[config.mk]
export PLATFORM = sky130hd
export DESIGN_NAME = prog_loader_flat
export DESIGN_NICKNAME = d
export VERILOG_FILES = /design/src/rtl/prog_loader_if.sv /design/src/rtl/prog_loader.sv /design/src/flat_wrapper.sv
export SDC_FILE = /design/constraint.sdc
export NUM_CORES = 1
export LEC_CHECK = 0
export CAP_MARGIN = 25
export CORE_ASPECT_RATIO = 0.7
export CORE_MARGIN = 3
export CORE_UTILIZATION = 55
export DETAILED_ROUTE_END_ITERATION = 8
export HOLD_SLACK_MARGIN = 0.05
export PLACE_DENSITY = 0.9
export SLEW_MARGIN = 10
export SYNTH_ARGS = -nofsm -noshare
export SYNTH_HDL_FRONTEND = slang
export SYNTH_SLANG_ARGS = --single-unit
export TNS_END_PERCENT = 10
[constraint.sdc]
create_clock -name clk -period 5.5 [get_ports clk]
set_input_delay 1.1 -clock clk [delete_from_list [all_inputs] [get_ports clk]]
set_output_delay 1.1 -clock clk [all_outputs]
set_load 0.03 [all_outputs]
[src/rtl/prog_loader_if.sv]
// Byte-stream and instruction-memory write bus for the boot loader.
// The loader side uses the slave modport; the host/memory side uses master.
interface prog_loader_if;
   logic        in_valid;
   logic [7:0]  in_data;
   logic        in_ready;
   logic        imem_we;
   logic [31:0] imem_addr;
   logic [31:0] imem_wdata;

   modport master (
      output in_valid, in_data,
      input  in_ready, imem_we, imem_addr, imem_wdata
   );

   modport slave (
      input  in_valid, in_data,
      output in_ready, imem_we, imem_addr, imem_wdata
   );
endinterface

[src/rtl/prog_loader.sv]
// Boot loader: receives a length/payload/checksum byte frame, writes little-endian
// words into instruction memory and releases the core only after a verified load.
module prog_loader #(
   parameter int          IMEM_WORDS = 256,
   parameter logic [31:0] BASE_ADDR  = 32'h0000_0000
) (
   input  logic         clk,
   input  logic         rst,
   input  logic         i_start,
   prog_loader_if.slave bus,
   output logic         o_core_hold,
   output logic         o_done,
   output logic         o_error
);

   localparam logic [2:0] ST_IDLE   = 3'd0;
   localparam logic [2:0] ST_LEN_LO = 3'd1;
   localparam logic [2:0] ST_LEN_HI = 3'd2;
   localparam logic [2:0] ST_DATA   = 3'd3;
   localparam logic [2:0] ST_CSUM   = 3'd4;
   localparam logic [2:0] ST_DONE   = 3'd5;
   localparam logic [2:0] ST_ERR    = 3'd6;

   localparam logic [16:0] LP_MAX_WORDS = 17'(IMEM_WORDS);

   logic [2:0]  r_state;
   logic [15:0] r_len;
   logic [15:0] r_word_idx;
   logic [1:0]  r_byte_idx;
   logic [7:0]  r_csum;
   logic [23:0] r_word;
   logic        r_we;
   logic [31:0] r_addr;
   logic [31:0] r_wdata;

   logic        w_in_ready;
   logic        w_xfer;
   logic [15:0] w_len_next;

   // NOTE: every output here is a decode of the state register alone, and each is
   // assigned a default first so no path through the case can leave one unassigned.
   always_comb begin
      w_in_ready  = 1'b0;
      o_core_hold = 1'b1;
      o_done      = 1'b0;
      o_error     = 1'b0;
      case (r_state)
         ST_LEN_LO, ST_LEN_HI, ST_DATA, ST_CSUM: w_in_ready = 1'b1;
         ST_DONE: begin
            o_core_hold = 1'b0;
            o_done      = 1'b1;
         end
         ST_ERR:  o_error = 1'b1;
         default: ;
      endcase
   end

   assign w_xfer     = bus.in_valid && w_in_ready;
   assign w_len_next = {bus.in_data, r_len[7:0]};

   assign bus.in_ready   = w_in_ready;
   assign bus.imem_we    = r_we;
   assign bus.imem_addr  = r_addr;
   assign bus.imem_wdata = r_wdata;

   // NOTE: all state updates use non-blocking assignment so every register samples
   // the pre-edge values, independent of statement order within this block.
   always_ff @(posedge clk or negedge rst) begin
      if (!rst) begin
         r_state    <= ST_IDLE;
         r_len      <= '0;
         r_word_idx <= '0;
         r_byte_idx <= '0;
         r_csum     <= '0;
         r_word     <= '0;
         r_we       <= 1'b0;
         r_addr     <= '0;
         r_wdata    <= '0;
      end else begin
         r_we <= 1'b0;
         case (r_state)
            ST_IDLE, ST_DONE, ST_ERR: begin
               if (i_start) begin
                  r_state    <= ST_LEN_LO;
                  r_csum     <= '0;
                  r_byte_idx <= '0;
                  r_word_idx <= '0;
               end
            end

            ST_LEN_LO: begin
               if (w_xfer) begin
                  r_len[7:0] <= bus.in_data;
                  r_state    <= ST_LEN_HI;
               end
            end

            ST_LEN_HI: begin
               if (w_xfer) begin
                  r_len[15:8] <= bus.in_data;
                  if ({1'b0, w_len_next} > LP_MAX_WORDS) begin
                     r_state <= ST_ERR;
                  end else if (w_len_next == 16'd0) begin
                     r_state <= ST_CSUM;
                  end else begin
                     r_state <= ST_DATA;
                  end
               end
            end

            ST_DATA: begin
               if (w_xfer) begin
                  r_csum     <= r_csum + bus.in_data;
                  r_byte_idx <= r_byte_idx + 2'd1;
                  if (r_byte_idx == 2'd3) begin
                     // Top byte goes straight to the write register; no lane storage.
                     r_we       <= 1'b1;
                     r_wdata    <= {bus.in_data, r_word};
                     r_addr     <= BASE_ADDR + {14'd0, r_word_idx, 2'b00};
                     r_word_idx <= r_word_idx + 16'd1;
                     if (r_word_idx == r_len - 16'd1) begin
                        r_state <= ST_CSUM;
                     end
                  end else begin
                     r_word[{r_byte_idx, 3'b000} +: 8] <= bus.in_data;
                  end
               end
            end

            ST_CSUM: begin
               if (w_xfer) begin
                  r_state <= (bus.in_data == r_csum) ? ST_DONE : ST_ERR;
               end
            end

            default: r_state <= ST_IDLE;
         endcase
      end
   end

endmodule
[src/flat_wrapper.sv]
// flat-port wrapper written by rule: the top's interface ports become plain ports
module prog_loader_flat 
#(
   parameter int          IMEM_WORDS = 256,
   parameter logic [31:0] BASE_ADDR  = 32'h0000_0000
)
  (clk, rst, i_start, o_core_hold, o_done, o_error, bus_in_valid, bus_in_data, bus_in_ready, bus_imem_we, bus_imem_addr, bus_imem_wdata);
  prog_loader_if bus_i ();
  input  logic clk;
  input  logic rst;
  input  logic i_start;
  output logic o_core_hold;
  output logic o_done;
  output logic o_error;
  input wire logic [$bits(bus_i.in_valid)-1:0] bus_in_valid;
  input wire logic [$bits(bus_i.in_data)-1:0] bus_in_data;
  output wire logic [$bits(bus_i.in_ready)-1:0] bus_in_ready;
  output wire logic [$bits(bus_i.imem_we)-1:0] bus_imem_we;
  output wire logic [$bits(bus_i.imem_addr)-1:0] bus_imem_addr;
  output wire logic [$bits(bus_i.imem_wdata)-1:0] bus_imem_wdata;
  assign bus_i.in_valid = bus_in_valid;
  assign bus_i.in_data = bus_in_data;
  assign bus_in_ready = bus_i.in_ready;
  assign bus_imem_we = bus_i.imem_we;
  assign bus_imem_addr = bus_i.imem_addr;
  assign bus_imem_wdata = bus_i.imem_wdata;
  prog_loader #(.IMEM_WORDS(IMEM_WORDS), .BASE_ADDR(BASE_ADDR)) u_core (.clk(clk), .rst(rst), .i_start(i_start), .bus(bus_i), .o_core_hold(o_core_hold), .o_done(o_done), .o_error(o_error));
endmodule
Word-level counts from Yosys, hierarchy flattened. Index checks and enable logic that the tools add are counted.

Bits in registers: 118. Input port bits: 12. Output and inout port bits: 69.

Add/sub/neg operators: 5. Order comparisons: 1. Equality and inequality tests: 16. Shifts and indexed selects: 2. Muxes and demuxes: 29. Bitwise logic cells: 1. Reductions and logical operators: 13.

Operator list (count): $mux W16 (3); $pmux W16 S2 (1); $mux W3 (9); $bwmux W24 (1); $shift A8 B7 Y24 const A (1); $shiftx A8 B7 Y24 (1); $add A16 B1 Y16 const B (1); $eq A16 B16 Y1 (1); $gt A16 B9 Y1 const B (1); $logic_not A16 Y1 (1); $mux W8 (2); $pmux W8 S2 (1); $sub A16 B1 Y16 const B (1); $pmux W3 S5 (1); $ne A2 B1 Y1 const B (6); $eq A3 B3 Y1 const B (3); $reduce_and A3 Y1 (3); $add A8 B8 Y8 (1); $eq A8 B8 Y1 (1); $mux W1 (7); $neg A5 Y7 (1); $reduce_and A7 Y1 (1); $eq A3 B2 Y1 const B (2); $mux W2 (3); other kinds (13) (14).

Longest topological paths before layout. Gate-level depths: netlist of the first run.

Depth after elaboration: 6. Gate-level depth with buffers: 12. Gate-level depth less buffers: 9.

Worst setup path after synthesis of the first run. OpenSTA, ideal clock, no wires.

Path kind: in2reg. Start: input bus_in_data[1]. End: register u_core.r_csum[7]. Setup time: 0.119 ns. Arrival: 2.579 ns. Setup slack: 2.803 ns. Stages: 8. Buffers on the path: 0. Path through: ha_1 a21o_1 a21oi_1 o21ai_1 o41ai_1 xnor2_1 mux2i_1 a21bo_1.

Longest elaborated chain between the ends: 3.

Ends and longest elaborated chain: start: declaration (line flat_wrapper.sv:16) `input wire logic [$bits(bus_i.in_data)-1:0] bus_in_data;`; $add A8 B8 Y8 (line prog_loader.sv:113) `r_csum <= r_csum + bus.in_data;`; $mux W8 (line prog_loader.sv:112) `if (w_xfer) begin`; $pmux W8 S2 (line prog_loader.sv:81) `case (r_state)`; end signal: assignment (line prog_loader.sv:113); end: declaration (line prog_loader.sv:30) `logic [7:0] r_csum;`.

No other way between the ends. The select of a mux whose other input is x is not followed. A chain may end at the register's enable or synchronous reset.

Worst setup path after layout of the first run.
Start: register u_core.r_len[0]. End: register u_core.r_state[1].

Longest elaborated chain between the ends: 5.

Ends and longest elaborated chain: start: declaration (line prog_loader.sv:27) `logic [15:0] r_len;`; start signal: assignment (line prog_loader.sv:93) `r_len[7:0] <= bus.in_data;`; branches (longest 5 deep; another with $sub A16 B1 Y16); end signal: assignment (line prog_loader.sv:132) `r_state <= (bus.in_data == r_csum) ? ST_DONE : ST_ERR;`; end: declaration (line prog_loader.sv:26) `logic [2:0] r_state;`.

Several ways; the timed one is not identified. The select of a mux whose other input is x is not followed.

==> run summary, run 1 <==
relative slew slack - 0.3159
initial antenna violation count - 0
Top delay family on crit path - simple AND/OR/NAND/NOR gates
Critical Path Sink Type - flip-flop
Mean Syn Cell Area - 8.590 µm²
Port-buffer cells - 64
combinational power share - 0.327
P&R area growth vs syn - 18.37%
Post-Syn Area - 0.006314 mm²
placed cell areas - 0.006899 mm²
Post-Synth Simple-Gate Area - 0.2485
Slew @ Worst Pin - 1020 ps
warning count from the yosys run - 0
fin crit period - 3440 ps
clock skew - 7.694 ps
Sw Pwr - 1212 µW
Hold WC Path Type - flip-flop to flip-flop
Sw Share - 0.3716
Synth Area in Compound Gates - 0.1033
CTS root buffer - clkbuf_16
global-route wire length before repair - 24.69 mm
critical path peak fanout - 11
Post-synth ARST share - 1.000
drt first pass iters - 6
Clock Latency Late Sink - 420 ps
via-per-instance ratio - 5.630
clock power share - 0.309
Inst Count DP - 904
die span in x - 134.1 µm
Num CTS Buffers - 17
Fmax achieved - 290.7 MHz
Vert. Die Dim - 95.64 µm
TritonCTS clock tree - built
Reg2Reg Setup Slack - 2060 ps
Site Rows - 32
Layout Utilization - 0.6738
Sum Neg Setup Slack - 0 ps
Post-CTS Setup Bufs - 0
layout cells sized above 1 - 0.08174
post-CTS sizing - 0
sequential power share - 0.364
die area - 0.01282 mm²
post-synthesis adder-cell area fraction - 0.03290
status - finished clean
1st-iter DRT viols - 545
Power Total - 3263 µW
VDD IR max - 336.5 µV
DR vias - 5270
top_reg_cell synth - dfrtp_1
RePlAce Congestion - 0.8653
antenna cell count - 0
Bufs and invs on worst path - 1
CP arrival - 3700 ps
period utilization - 0.6254
gr ovfl total - 0
Synth Register Bits - 118
vias in the first global route - 4897
largest net degree at the start of global routing - 83
Total GRT Usage - 0.2452
H-tree depth - 4
CTS Sinks - 118
max-slew violations - 0
P per Cell Area - 436.6 mW/mm²
sequential cell area fraction in the yosys report - 0.4677
Synth Instances - 735
starting density of the core - 0.5693
Pint - 2050 µW
clock slew at reported path FFs - 50 ps
ANT nets after route - 0
I/O pins - 81
WL/cell - 16.20 µm
mux cell area share after synthesis - 0.03329
largest family of logic cells by synthesized area - simple AND/OR/NAND/NOR gates
RSZ-0062 raised after global routing - false
Maximum Capacitance Violations - 0
DP HPWL - 9.894 mm
final non-filler cell total - 936
Worst path slowest cell - nand4b_1
Distinct cells, synth - 64
routed wire length - 15.16 mm
final hold vios - 0
Hold-fix buffers, CTS - 0
cell area after layout - 0.007473 mm²
Post-synth EDFFs - 0
largest buffer count on any clock path - 2
critical path cell sequence - inv_1, ha_1, or3b_1, or3_1, nor3_1, mux2i_1, nand4b_1, o211ai_1, o31ai_1
layout net count - 799
final setup fails - 0
WS Path Type - flip-flop to flip-flop
Startpoint Class - flip-flop
leakage power - 0.003422 µW
# DRC - 0
XOR/XNOR share of the synthesized area - 0.05272
worst path required time - 5760 ps
CP max stage delay - 560 ps
area of the core - 0.01109 mm²
fill count - 846
cell usage in the layout (no fill, tap or decap), drive strengths merged, types with 5 or more instances in the layout:
master         count
ha                15
nor3              12
o22ai              7
nand3             18
or3               11
xor2              14
a31oi              8
o21ai             49
dfrtp            118
nand2            252
buf                6
mux2              16
nor2              26
nor4               8
clkdlybuf4s50     63
inv               13
a21oi             11
clkbuf            21
xnor2             24
clkinv             7
nor2b              5
conb              16
stage by stage:
stage | setup WS [ps] | hold WS [ps]
floorplan | 2803 | 438.6
global placement | 1878 | 448.5
detailed placement | 1766 | 452.3
CTS | 2174 | 472.8
global route | 1934 | 496.5
finish | 2060 | 469.3
cell families after synthesis:
| kind of cell | Yosys count |
|---|---|
| buffers and inverters | 80 |
| AO/OA/AOI/OAI | 104 |
| adder cells (fa/ha/maj) | 16 |
| flip-flops | 118 |
| multiplexers | 19 |
| other | 1 |
| XOR/XNOR | 38 |
| AND/OR/NAND/NOR | 359 |
area by class of cell:
type | count | area (µm²) | area share
clock inverters | 10 | 76.32 | 0.01021
multi-input cells | 552 | 3038 | 0.4065
clock buffers | 21 | 470.5 | 0.06295
well taps | 153 | 191.4 | 0.02562
inverters | 13 | 48.80 | 0.006529
flip-flops and latches | 118 | 2953 | 0.3951
repair buffers | 69 | 695.7 | 0.09309
power groups by stage:
stage / Clock, µW / Combinational, µW / Sequential (µW)
floorplan: 0 / 859 / 1130
global placement: 0 / 1010 / 1190
detailed placement: 0 / 1040 / 1200
CTS: 1020 / 1050 / 1180
global route: 1060 / 1190 / 1210
finish: 1010 / 1070 / 1190
Yosys cell counts, types with 3 or more instances:
cell,number,area share
buf_1,6,0.0036
nor3_1,11,0.0087
mux2_2,16,0.029
nand3_1,16,0.013
nor4_1,8,0.0079
xnor2_1,24,0.033
nand4_1,3,0.0030
mux2i_1,3,0.0048
dfrtp_1,118,0.47
o22ai_1,7,0.0069
o31ai_1,4,0.0048
buf_2,5,0.0040
nand2_1,252,0.15
a21oi_1,11,0.0087
ha_1,15,0.030
or3_1,11,0.011
buf_4,17,0.020
a21o_1,3,0.0036
a31oi_1,8,0.0079
or4_1,3,0.0036
inv_1,11,0.0065
o21ai_0,36,0.029
nor2b_1,5,0.0050
xor2_1,14,0.019
clkbuf_1,37,0.022
o21ai_1,13,0.010
nor3b_1,3,0.0036
nor2_1,26,0.015
worst paths after layout:
kind	startpoint	depth (start not counted)	end
worst max-delay path	u_core.r_len[0]$_DFFE_PN0P_	9	u_core.r_state[1]$_DFFE_PN0P_
worst min-delay path	u_core.r_word[11]$_DFFE_PN0P_	2	u_core.bus.imem_wdata[11]$_DFFE_PN0P_
worst max register to register	u_core.r_len[0]$_DFFE_PN0P_	9	u_core.r_state[1]$_DFFE_PN0P_
worst min register to register	u_core.r_word[11]$_DFFE_PN0P_	2	u_core.bus.imem_wdata[11]$_DFFE_PN0P_
max in group asynchronous	rst	3	u_core.bus.imem_wdata[29]$_DFFE_PN0P_
min in group asynchronous	rst	1	u_core.bus.imem_wdata[14]$_DFFE_PN0P_
flip-flops by register name (all words and copies together), names as in the netlist:
| name | flops |
|---|---|
| u_core.bus.imem_wdata | 32 |
| u_core.r_word | 24 |
| u_core.bus.imem_addr | 16 |
| u_core.r_len | 16 |
| u_core.r_word_idx | 16 |
| u_core.r_csum | 8 |
| u_core.r_state | 3 |
| u_core.r_byte_idx | 2 |
| u_core.bus.imem_we | 1 |
worst reg2reg max path, stage by stage (launching register included):
cell and delay (ps):
dfrtp_1 470, inv_1 120, ha_1 250, or3b_1 520, or3_1 360, nor3_1 220
mux2i_1 290, nand4b_1 560, o211ai_1 390, o31ai_1 100
layer usage:
metal | global-route usage | part of all wire | up-vias
li1 | - | - | 2493
met1 | 0.3449 | 0.45 | 2501
met2 | 0.3660 | 0.45 | 232
met3 | 0.06382 | 0.081 | 44
met4 | 0.09915 | 0.021 | 0
met5 | 0 | 0 | -
Power figures use the tool's default switching activity.
==> run 2: changes to the inputs <==
Settings changed: CORE_UTILIZATION 55 to 50, PLACE_DENSITY 0.9 to 0.87.
Clock period 5.5 ns to 3 ns, I/O delays scaled along.
==> run summary, run 2 (synthesized netlist as in run 1, its figures left out) <==
status - finished clean
routed wire length - 15.70 mm
commonest cells after routing, fill and taps aside - nand2_1, dfrtp_1, clkdlybuf4s50_1
area of the core - 0.01202 mm²
Num CTS Buffers - 17
highest metal used - met4
RSZ-0062 raised after global routing - false
post-CTS sizing - 0
global-route wire length before repair - 26.32 mm
max-slew violations - 0
Total GRT Usage - 0.2350
vias in the first global route - 5172
CTS root buffer - clkbuf_16
worst path required time - 2400 ps
Maximum Capacitance Violations - 0
Sum Neg Setup Slack - 0 ps
Startpoint Class - flip-flop
starting density of the core - 0.5255
I/O pins - 81
Post-CTS Setup Bufs - 0
layout cells sized above 1 - 0.1059
Hold-fix buffers, CTS - 0
P per Cell Area - 830.4 mW/mm²
Fmax achieved - 352.4 MHz
RePlAce Congestion - 0.9173
initial antenna violation count - 0
Port-buffer cells - 64
Hold WC Path Type - primary input to asynchronous set/reset pin
max reg flops - 32
H-tree depth - 4
WS Path Type - flip-flop to primary output
leakage power - 0.003547 µW
TritonCTS clock tree - built
Site Rows - 33
Slew @ Worst Pin - 954.9 ps
antenna cell count - 0
largest net degree at the start of global routing - 54
fin crit period - 2838 ps
placed cell areas - 0.007067 mm²
via-per-instance ratio - 5.529
pre-CTS setup slack - 193.4 ps
clock slew at reported path FFs - 60 ps
final setup fails - 0
routed length on met2 - 7.162 mm
commonest non-fill, non-tap cell in the layout - nand2_1
Inst Count DP - 928
P&R area growth vs syn - 21.98%
critical path peak fanout - 13
Vert. Die Dim - 100.0 µm
1st-iter DRT viols - 550
CP arrival - 2240 ps
largest buffer count on any clock path - 2
relative slew slack - 0.3600
die span in x - 140.3 µm
Routed met3 length - 1.177 mm
DP HPWL - 10.21 mm
CTS Sinks - 118
Worst Setup Slack, final - 162.3 ps
VDD IR max - 504.9 µV
final non-filler cell total - 960
clock skew - 12.18 ps
gr ovfl total - 0
drt first pass iters - 5
M1 wire length - 7.099 mm
# DRC - 0
final hold vios - 0
Critical Path Sink Type - primary output
Clock Latency Late Sink - 420 ps
cell area after layout - 0.007701 mm²
die area - 0.01403 mm²
DR vias - 5308
ANT nets after route - 0
WL/cell - 16.35 µm
layout net count - 818
WHS - 170.4 ps
period utilization - 0.9459
run 2: cell type report:
| cell class | instances | area [µm²] |
|---|---|---|
| Inverter | 13 | 48.80 |
| Fill cell | 949 | 4314 |
| Tap cell | 157 | 196.4 |
| Sequential cell | 118 | 2953 |
| Multi-Input combinational cell | 552 | 3049 |
| Timing Repair Buffer | 88 | 830.8 |
| Clock inverter | 12 | 176.4 |
| Clock buffer | 20 | 446.7 |
run 2: through the flow:
step,util,power (µW)
2_1_floorplan,-,3653
3_3_place_gp,0.5882,4118
3_5_place_dp,0.5882,4186
4_1_cts,0.6400,6380
5_1_grt,0.6409,6750
6_report,0.6409,6395
run 2: routing by layer:
| metal | global-route usage | vias up |
|---|---|---|
| met5 | 0 | - |
| met4 | 0.07223 | 0 |
| met3 | 0.05857 | 26 |
| met2 | 0.3533 | 213 |
| met1 | 0.3388 | 2539 |
| li1 | - | 2530 |
run 2: where the power goes:
part	switching (µW)	leakage [µW]	internal, µW	total, µW
sequential	301	0.00158	1840	2140
combinational	1230	0.00167	869	2100
clock	749	0.000300	1410	2160
run 2: final timing paths:
path | startpoint | endpoint | slack (ps) | depth (start not counted)
worst max-delay path | u_core.r_state[1]$_DFFE_PN0P_ | bus_in_ready | 160 | 3
worst min-delay path | rst | u_core.r_word[10]$_DFFE_PN0P_ | 170 | 1
worst max register to register | u_core.r_len[1]$_DFFE_PN0P_ | u_core.r_len[2]$_DFFE_PN0P_ | 200 | 7
min in group clk | u_core.r_word[11]$_DFFE_PN0P_ | u_core.bus.imem_wdata[11]$_DFFE_PN0P_ | 470 | 2
worst min register to register | u_core.r_word[11]$_DFFE_PN0P_ | u_core.bus.imem_wdata[11]$_DFFE_PN0P_ | 470 | 2
max in group asynchronous | rst | u_core.bus.imem_addr[9]$_DFFE_PN0P_ | 2090 | 2
run 2: critical path, stage by stage, from the launching register on:
cell and delay, ps:
dfrtp_1 520, nor2_1 340, xnor2_1 230, clkdlybuf4s50_1 730
